**src/rtl/wb_master_arbiter.sv**
```systemverilog
// wb_master_arbiter: two-master round-robin Wishbone arbiter with a slave-stall watchdog
// Grant is held for the owner's whole cyc; a stalled slave yields a one-cycle err to the owner.
module wb_master_arbiter #(
   parameter int TIMEOUT = 255,
   parameter int CNT_W   = 8
) (
   input  logic        wb_clk_i,
   input  logic        reset,
   input  logic        m0_cyc_i,
   input  logic        m0_stb_i,
   input  logic        m0_we_i,
   input  logic [3:0]  m0_sel_i,
   input  logic [31:0] m0_adr_i,
   input  logic [31:0] m0_dat_i,
   output logic        m0_ack_o,
   output logic        m0_err_o,
   output logic [31:0] m0_dat_o,
   input  logic        m1_cyc_i,
   input  logic        m1_stb_i,
   input  logic        m1_we_i,
   input  logic [3:0]  m1_sel_i,
   input  logic [31:0] m1_adr_i,
   input  logic [31:0] m1_dat_i,
   output logic        m1_ack_o,
   output logic        m1_err_o,
   output logic [31:0] m1_dat_o,
   output logic        s_cyc_o,
   output logic        s_stb_o,
   output logic        s_we_o,
   output logic [3:0]  s_sel_o,
   output logic [31:0] s_adr_o,
   output logic [31:0] s_dat_o,
   input  logic        s_ack_i,
   input  logic [31:0] s_dat_i,
   output logic [1:0]  grant_o,
   output logic        timeout_o
);
   typedef enum logic [1:0] {IDLE, BUSY, ERR} state_t;
   localparam logic [CNT_W-1:0] TMO = CNT_W'(TIMEOUT);
   state_t state, state_nxt;
   logic owner, owner_nxt, last, last_nxt;
   logic [CNT_W-1:0] cnt, cnt_nxt;
   logic req0, req1, own_cyc, own_stb, busy, ack_ok, err_ok;
   assign req0    = m0_cyc_i & m0_stb_i;
   assign req1    = m1_cyc_i & m1_stb_i;
   assign own_cyc = owner ? m1_cyc_i : m0_cyc_i;
   assign own_stb = owner ? m1_stb_i : m0_stb_i;
   assign busy    = state == BUSY;
   always_ff @(posedge wb_clk_i)
      if (reset) begin
         state <= IDLE;
         owner <= 1'b0;
         last  <= 1'b1;
         cnt   <= '0;
      end else begin
         state <= state_nxt;
         owner <= owner_nxt;
         last  <= last_nxt;
         cnt   <= cnt_nxt;
      end
   always_comb begin
      state_nxt = state;
      owner_nxt = owner;
      last_nxt  = last;
      cnt_nxt   = '0;
      case (state)
         IDLE: if (req0 | req1) begin
            state_nxt = BUSY;
            owner_nxt = (req0 & req1) ? ~last : req1;
         end
         BUSY: begin
            if (!own_cyc) begin
               state_nxt = IDLE;
               last_nxt  = owner;
            end else if (own_stb && !s_ack_i && cnt == TMO)
               state_nxt = ERR;
            cnt_nxt = s_ack_i ? '0 : (own_stb && cnt != TMO) ? cnt + CNT_W'(1) : cnt;
         end
         default: begin
            state_nxt = IDLE;
            last_nxt  = owner;
         end
      endcase
   end
   assign s_cyc_o   = busy & own_cyc;
   assign s_stb_o   = busy & own_stb;
   assign s_we_o    = busy & (owner ? m1_we_i : m0_we_i);
   assign s_sel_o   = busy ? (owner ? m1_sel_i : m0_sel_i) : '0;
   assign s_adr_o   = busy ? (owner ? m1_adr_i : m0_adr_i) : '0;
   assign s_dat_o   = busy ? (owner ? m1_dat_i : m0_dat_i) : '0;
   assign grant_o   = (state == IDLE) ? 2'b00 : {owner, ~owner};
   // Responses are suppressed while reset is pending so an aborted owner sees neither ack nor err.
   assign ack_ok    = busy & s_ack_i & ~reset;
   assign err_ok    = (state == ERR) & ~reset;
   assign timeout_o = err_ok;
   assign m0_ack_o  = ack_ok & ~owner;
   assign m1_ack_o  = ack_ok & owner;
   assign m0_err_o  = err_ok & ~owner;
   assign m1_err_o  = err_ok & owner;
   assign m0_dat_o  = (busy & ~owner) ? s_dat_i : '0;
   assign m1_dat_o  = (busy & owner) ? s_dat_i : '0;
endmodule

```
**config.mk**
```make
export PLATFORM = sky130hd
export DESIGN_NAME = wb_master_arbiter
export DESIGN_NICKNAME = d
export VERILOG_FILES = /design/src/rtl/wb_master_arbiter.sv
export SDC_FILE = /design/constraint.sdc
export NUM_CORES = 1
export LEC_CHECK = 0
export BUFFER_PORTS_ARGS = -buffer_cell sky130_fd_sc_hd__buf_2
export CAP_MARGIN = 25
export CORE_AREA = 2 2 123 125
export DETAILED_ROUTE_END_ITERATION = 10
export DIE_AREA = 0 0 125 127
export HOLD_SLACK_MARGIN = 0.06
export MAX_ROUTING_LAYER = met4
export PLACE_DENSITY_LB_ADDON = 0.08
export SYNTH_ARGS = -nofsm -noshare
export SYNTH_HDL_FRONTEND = slang
export SYNTH_SLANG_ARGS = --single-unit
```
**constraint.sdc**
```tcl
create_clock -name wb_clk_i -period 3.79 [get_ports wb_clk_i]
set_input_delay 0.1895 -clock wb_clk_i [delete_from_list [all_inputs] [get_ports wb_clk_i]]
set_output_delay 0.1895 -clock wb_clk_i [all_outputs]
set_load 0.05 [all_outputs]
```
* After elaboration in Yosys (flattened, before gate mapping) *
Index checks and enable logic that the tools add are counted.

word-level totals
  input bits = 177
  output and inout bits = 142
  word-level logic and storage cells = 61
  bits in registers = 12

operators by class
  bitwise operators = 21
  equal/unequal tests = 7
  reductions and logical operators = 9
  mux-type cells = 19
  $add $sub $neg = 1

operator list
  cell                                                             number
  32-bit 2-to-1 mux                                                6
  1-bit bitwise AND                                                15
  8-bit by 1-bit adder with 8-bit output, second input constant    1
  8-bit == test, second input constant                             1
  2-bit 2-to-1 mux                                                 4
  4-bit 2-to-1 mux                                                 2
  8-bit != test, second input constant                             1
  2-bit AND reduction                                              3
  1-bit 2-to-1 mux                                                 5
  1-bit inverter                                                   5
  2-bit != test, second input constant                             2
  2-bit one-hot mux with 2 select lines                            1
  1-bit logical AND                                                3
  3-bit by 2-bit != test with 1-bit output, second input constant  1
  3-bit OR reduction                                               1
  2-bit by 1-bit == test with 1-bit output, second input constant  1
  2-bit == test, second input constant                             1
  2-bit zero test                                                  1
  1-bit one-hot mux with 2 select lines                            1
  1-bit zero test                                                  1
  1-bit bitwise OR                                                 1

* Depth between registers and ports, before layout *
  word-level depth = 6
  depth in mapped cells = 5
  mapped depth without buffers = 4

* Worst setup path before layout *
OpenSTA, ideal clock, no wires.

  path kind = register -> output
  start = register state[1]
  end = output m0_err_o
  data required time = 3601 ps
  slack = 1122 ps
  arrival time = 2478 ps
  buffers on the path = 0
  cell stages (with the launch flop) = 3
  cell sequence = dfxtp_1 -> nor3b_1 -> nor2b_1

on the way
  word-level cells in the longest chain between the ends = 3

RTL lines
  item                    line  RTL
  from (decl)             40    state_t state, state_nxt;
  from (signal assigned)  56    state <= state_nxt;
  2-bit == test           94    assign err_ok = (state == ERR) & ~reset;
  1-bit bitwise AND       94
  named net timeout_o     36    output logic timeout_o
  1-bit bitwise AND       98    assign m0_err_o = err_ok & ~owner;
  to (decl)               16    output logic m0_err_o,

The timed path passes the listed nets, and every way through them passes these cells.

* Final worst setup path *
  start = register state[1]
  end = output s_adr_o[24]

on the way
  word-level cells in the longest chain between the ends = 2

RTL lines
  item                                      line  RTL
  2-bit by 1-bit == test with 1-bit output  48    assign busy = state == BUSY;
  32-bit 2-to-1 mux                         89    assign s_adr_o = busy ? (owner ? m1_adr_i : m0_adr_i) : '0;
  to (decl)                                 31    output logic [31:0] s_adr_o,

Every way passes these cells.

==> results_dict.tcl <==
set metrics [dict create \
    num_io_pins 319 \
    p_per_area_nw_per_um2 237 \
    maxCapViolCount 0 \
    r2r_slack_ns 1.71 \
    critPathKind "flop to primary output" \
    postCtsSetupBuffers 0 \
    die_x_um 125 \
    reg2reg_depth 3 \
    cts_tree "yes" \
    clock_power_share_pct 21.2 \
    drt_iter0_markers 91 \
    final_antenna_net_count 0 \
    synth_area_leaders "mux2i_1, nor2_1, dfxtp_1, and2_1, and3_1" \
    timing.final.crit_share_pct 63.2 \
    grtUsageTotal_pct 15.8 \
    dp_cells 793 \
    fin_worst_skew_ns 0.000946 \
    cts_resized 0 \
    max-slew-margin-rel_pct 41.0 \
    grt_antenna_before_repair 0 \
    holdPathStages 3 \
    fill_cells 1654 \
    synth_fp_nets 492 \
    vias_per_cell 4.25 \
    layout-drive-gt1-share_pct 54.0 \
    finalCriticalPeriod_ns 2.39 \
    ctsHoldBuffers 0 \
    synthTopCellsByCount "nor2_1, mux2i_1, and2_1, and3_1, clkbuf_1" \
    floorplan.initialDensity_pct 15.2 \
    worst_slew_pin_slew_ns 0.860 \
    r2r-end "cnt[7]" \
    hold_viol 0 \
    slew_violations 0 \
    async_reset_ff_share_pct 0 \
    route.detailed.drc 0 \
    drtPass1Iterations 5 \
    drt-wirelength-per-cell_um 16.9 \
    placed_cell_area_um2 3940 \
    power.switching_uw 492 \
    dr_total_vias 3385 \
    end_kind "primary output" \
    seqPwrFrac_pct 15.3 \
    area_growth_pct 83.0 \
    fin_cells 797 \
    synthDistinctLibCells 35 \
    grt-ovfl-total 0 \
    h-tree-depth 1 \
    yosysTopAreaCell "mux2i_1" \
    synth_seq_cells 12 \
    path_max_fanout 45 \
    port_buffers 318 \
    dp.final_hpwl_um 11400 \
    internal_power_uw 458 \
    timing.fmax_mhz 418 \
    clockRootBuffer "clkbuf_16" \
    core_um2 14400 \
    synth_most_common_cell "nor2_1" \
    grt_pass1_vias 3297 \
    yosysSeqAreaShare_pct 10.9 \
    min_from "m1_cyc_i" \
    cts.sinks 12 \
    antenna_cells 0 \
    num_rows 44 \
    die_height_um 127 \
    crit_arrival_ns 2.20 \
    clk_pin_slew_ns 0.04 \
    reg2reg_from "owner" \
    setup_violations 0 \
    numCtsBuffers 3 \
    postLayoutCellArea_um2 4020 \
    cp.required_ns 3.60 \
    synth_edf_count 0 \
    syn-cell-area_um2 2200 \
    status "finished clean" \
    synth_top_area_share_pct 33.7 \
    pwr-share-comb_pct 63.5 \
    grt_start_max_net_pins 57 \
    dieArea_um2 15900 \
    hold_end "owner" \
    switching_share_pct 51.8 \
    avgSynthCellArea_um2 6.99 \
    hold_class "input port to flop" \
    synth_flop_cell "dfxtp_1" \
    vdd_drop_max_mv 0.126 \
    clk_latency_ns 0.24 \
    setup_tns_ns 0 \
    grt_pass1_wl_um 19000 \
    netlist_instances 314 \
    final_nets 792 \
    rsz0062_at_grt "no" \
    p_leak_uw 0.00234 \
    gp_congestion 0.922 \
    startpoint_type "flop" \
    totalWireLength_um 13500 \
    ys_warn_count 0 \
    cts_buffer_depth 2 \
]
[worst max-delay path, stage by stage (launching register included)]
cell	delay, ns
dfxtp_1	0.44
nand2b_2	0.58
buf_4	0.53
nor2_1	0.16
buf_2	0.25
[how the worst max path moves through the flow]
stage,startpoint,end,slack [ns],cells past startpoint
3_5_place_dp,owner,s_stb_o,1.63,3
3_3_place_gp,state[1],s_adr_o[26],1.61,4
2_1_floorplan,state[1],m0_err_o,1.12,2
5_1_grt,state[1],s_adr_o[24],1.21,4
6_report,state[1],s_adr_o[24],1.40,4
4_1_cts,owner,s_stb_o,1.35,3
[power groups by stage]
stage | logic [uW] | clock network, uW | registers, uW
2_1_floorplan | 420 | 0 | 134
3_3_place_gp | 606 | 0 | 148
3_5_place_dp | 608 | 0 | 149
4_1_cts | 609 | 206 | 146
5_1_grt | 642 | 211 | 148
6_report | 603 | 202 | 146
[layout by cell type, fill, tap and decap left out, drive strengths merged]
master / Yosys / layout
buf: 10 / 324
or4: 2 / 2
clkbuf: 19 / 4
nor2: 75 / 75
mux2i: 74 / 74
mux2: 1 / 1
o31ai: 1 / 1
o211a: 1 / 1
and4: 1 / 1
nor4b: 2 / 2
nand3: 5 / 5
a21oi: 6 / 6
and4b: 1 / 1
o41ai: 1 / 1
nand2b: 4 / 4
nand4: 4 / 4
a2111oi: 2 / 2
a2bb2oi: 1 / 1
nor3: 4 / 4
and3: 33 / 33
nand2: 6 / 6
nor3b: 1 / 1
inv: 1 / 1
a41oi: 1 / 1
and2: 33 / 33
a211oi: 6 / 6
ha: 1 / 1
nor4bb: 1 / 1
nor2b: 3 / 3
or3: 1 / 1
dfxtp: 12 / 12
a22o: 1 / 1
[sequential cells by signal, summed over array words and instances, names as in the netlist]
signal  count
cnt         8
state       2
last        1
owner       1
[layout make-up]
cell class	instances	area, um^2	area share [%]
clock buffers	4	78.8	1.96
inverters	1	3.75	0.0934
multi-input cells	272	1820	45.4
flip-flops and latches	12	244	6.07
well taps	184	230	5.73
repair buffers	324	1640	40.7
[cell families after synthesis]
| family | Yosys count | synth area share [%] |
|---|---|---|
| fa+ha+maj | 1 | 0.570 |
| buf+inv | 30 | 6.10 |
| flops | 12 | 10.9 |
| simple gates | 176 | 41.5 |
| mux | 75 | 34.2 |
| compound gates | 20 | 6.61 |
[per-stage QoR]
stage / utilization, % / setup WS (ns) / power (uW) / hold WS (ns)
2_1_floorplan: - / 1.12 / 554 / 0.340
3_3_place_gp: 27.3 / 1.61 / 754 / 0.473
3_5_place_dp: 27.3 / 1.63 / 757 / 0.477
4_1_cts: 27.9 / 1.35 / 961 / 0.221
5_1_grt: 27.9 / 1.21 / 1000 / 0.227
6_report: 27.9 / 1.40 / 950 / 0.222
[layer usage]
| metal | share of wire [%] | GRT usage [%] | up-vias |
|---|---|---|---|
| met1 | 39 | 17.4 | 1498 |
| li1 | - | - | 1698 |
| met2 | 53 | 29.6 | 179 |
| met5 | 0 | - | - |
| met3 | 7.3 | 3.35 | 10 |
| met4 | 1.2 | 2.61 | 0 |
(Power assumes the default switching activity.)
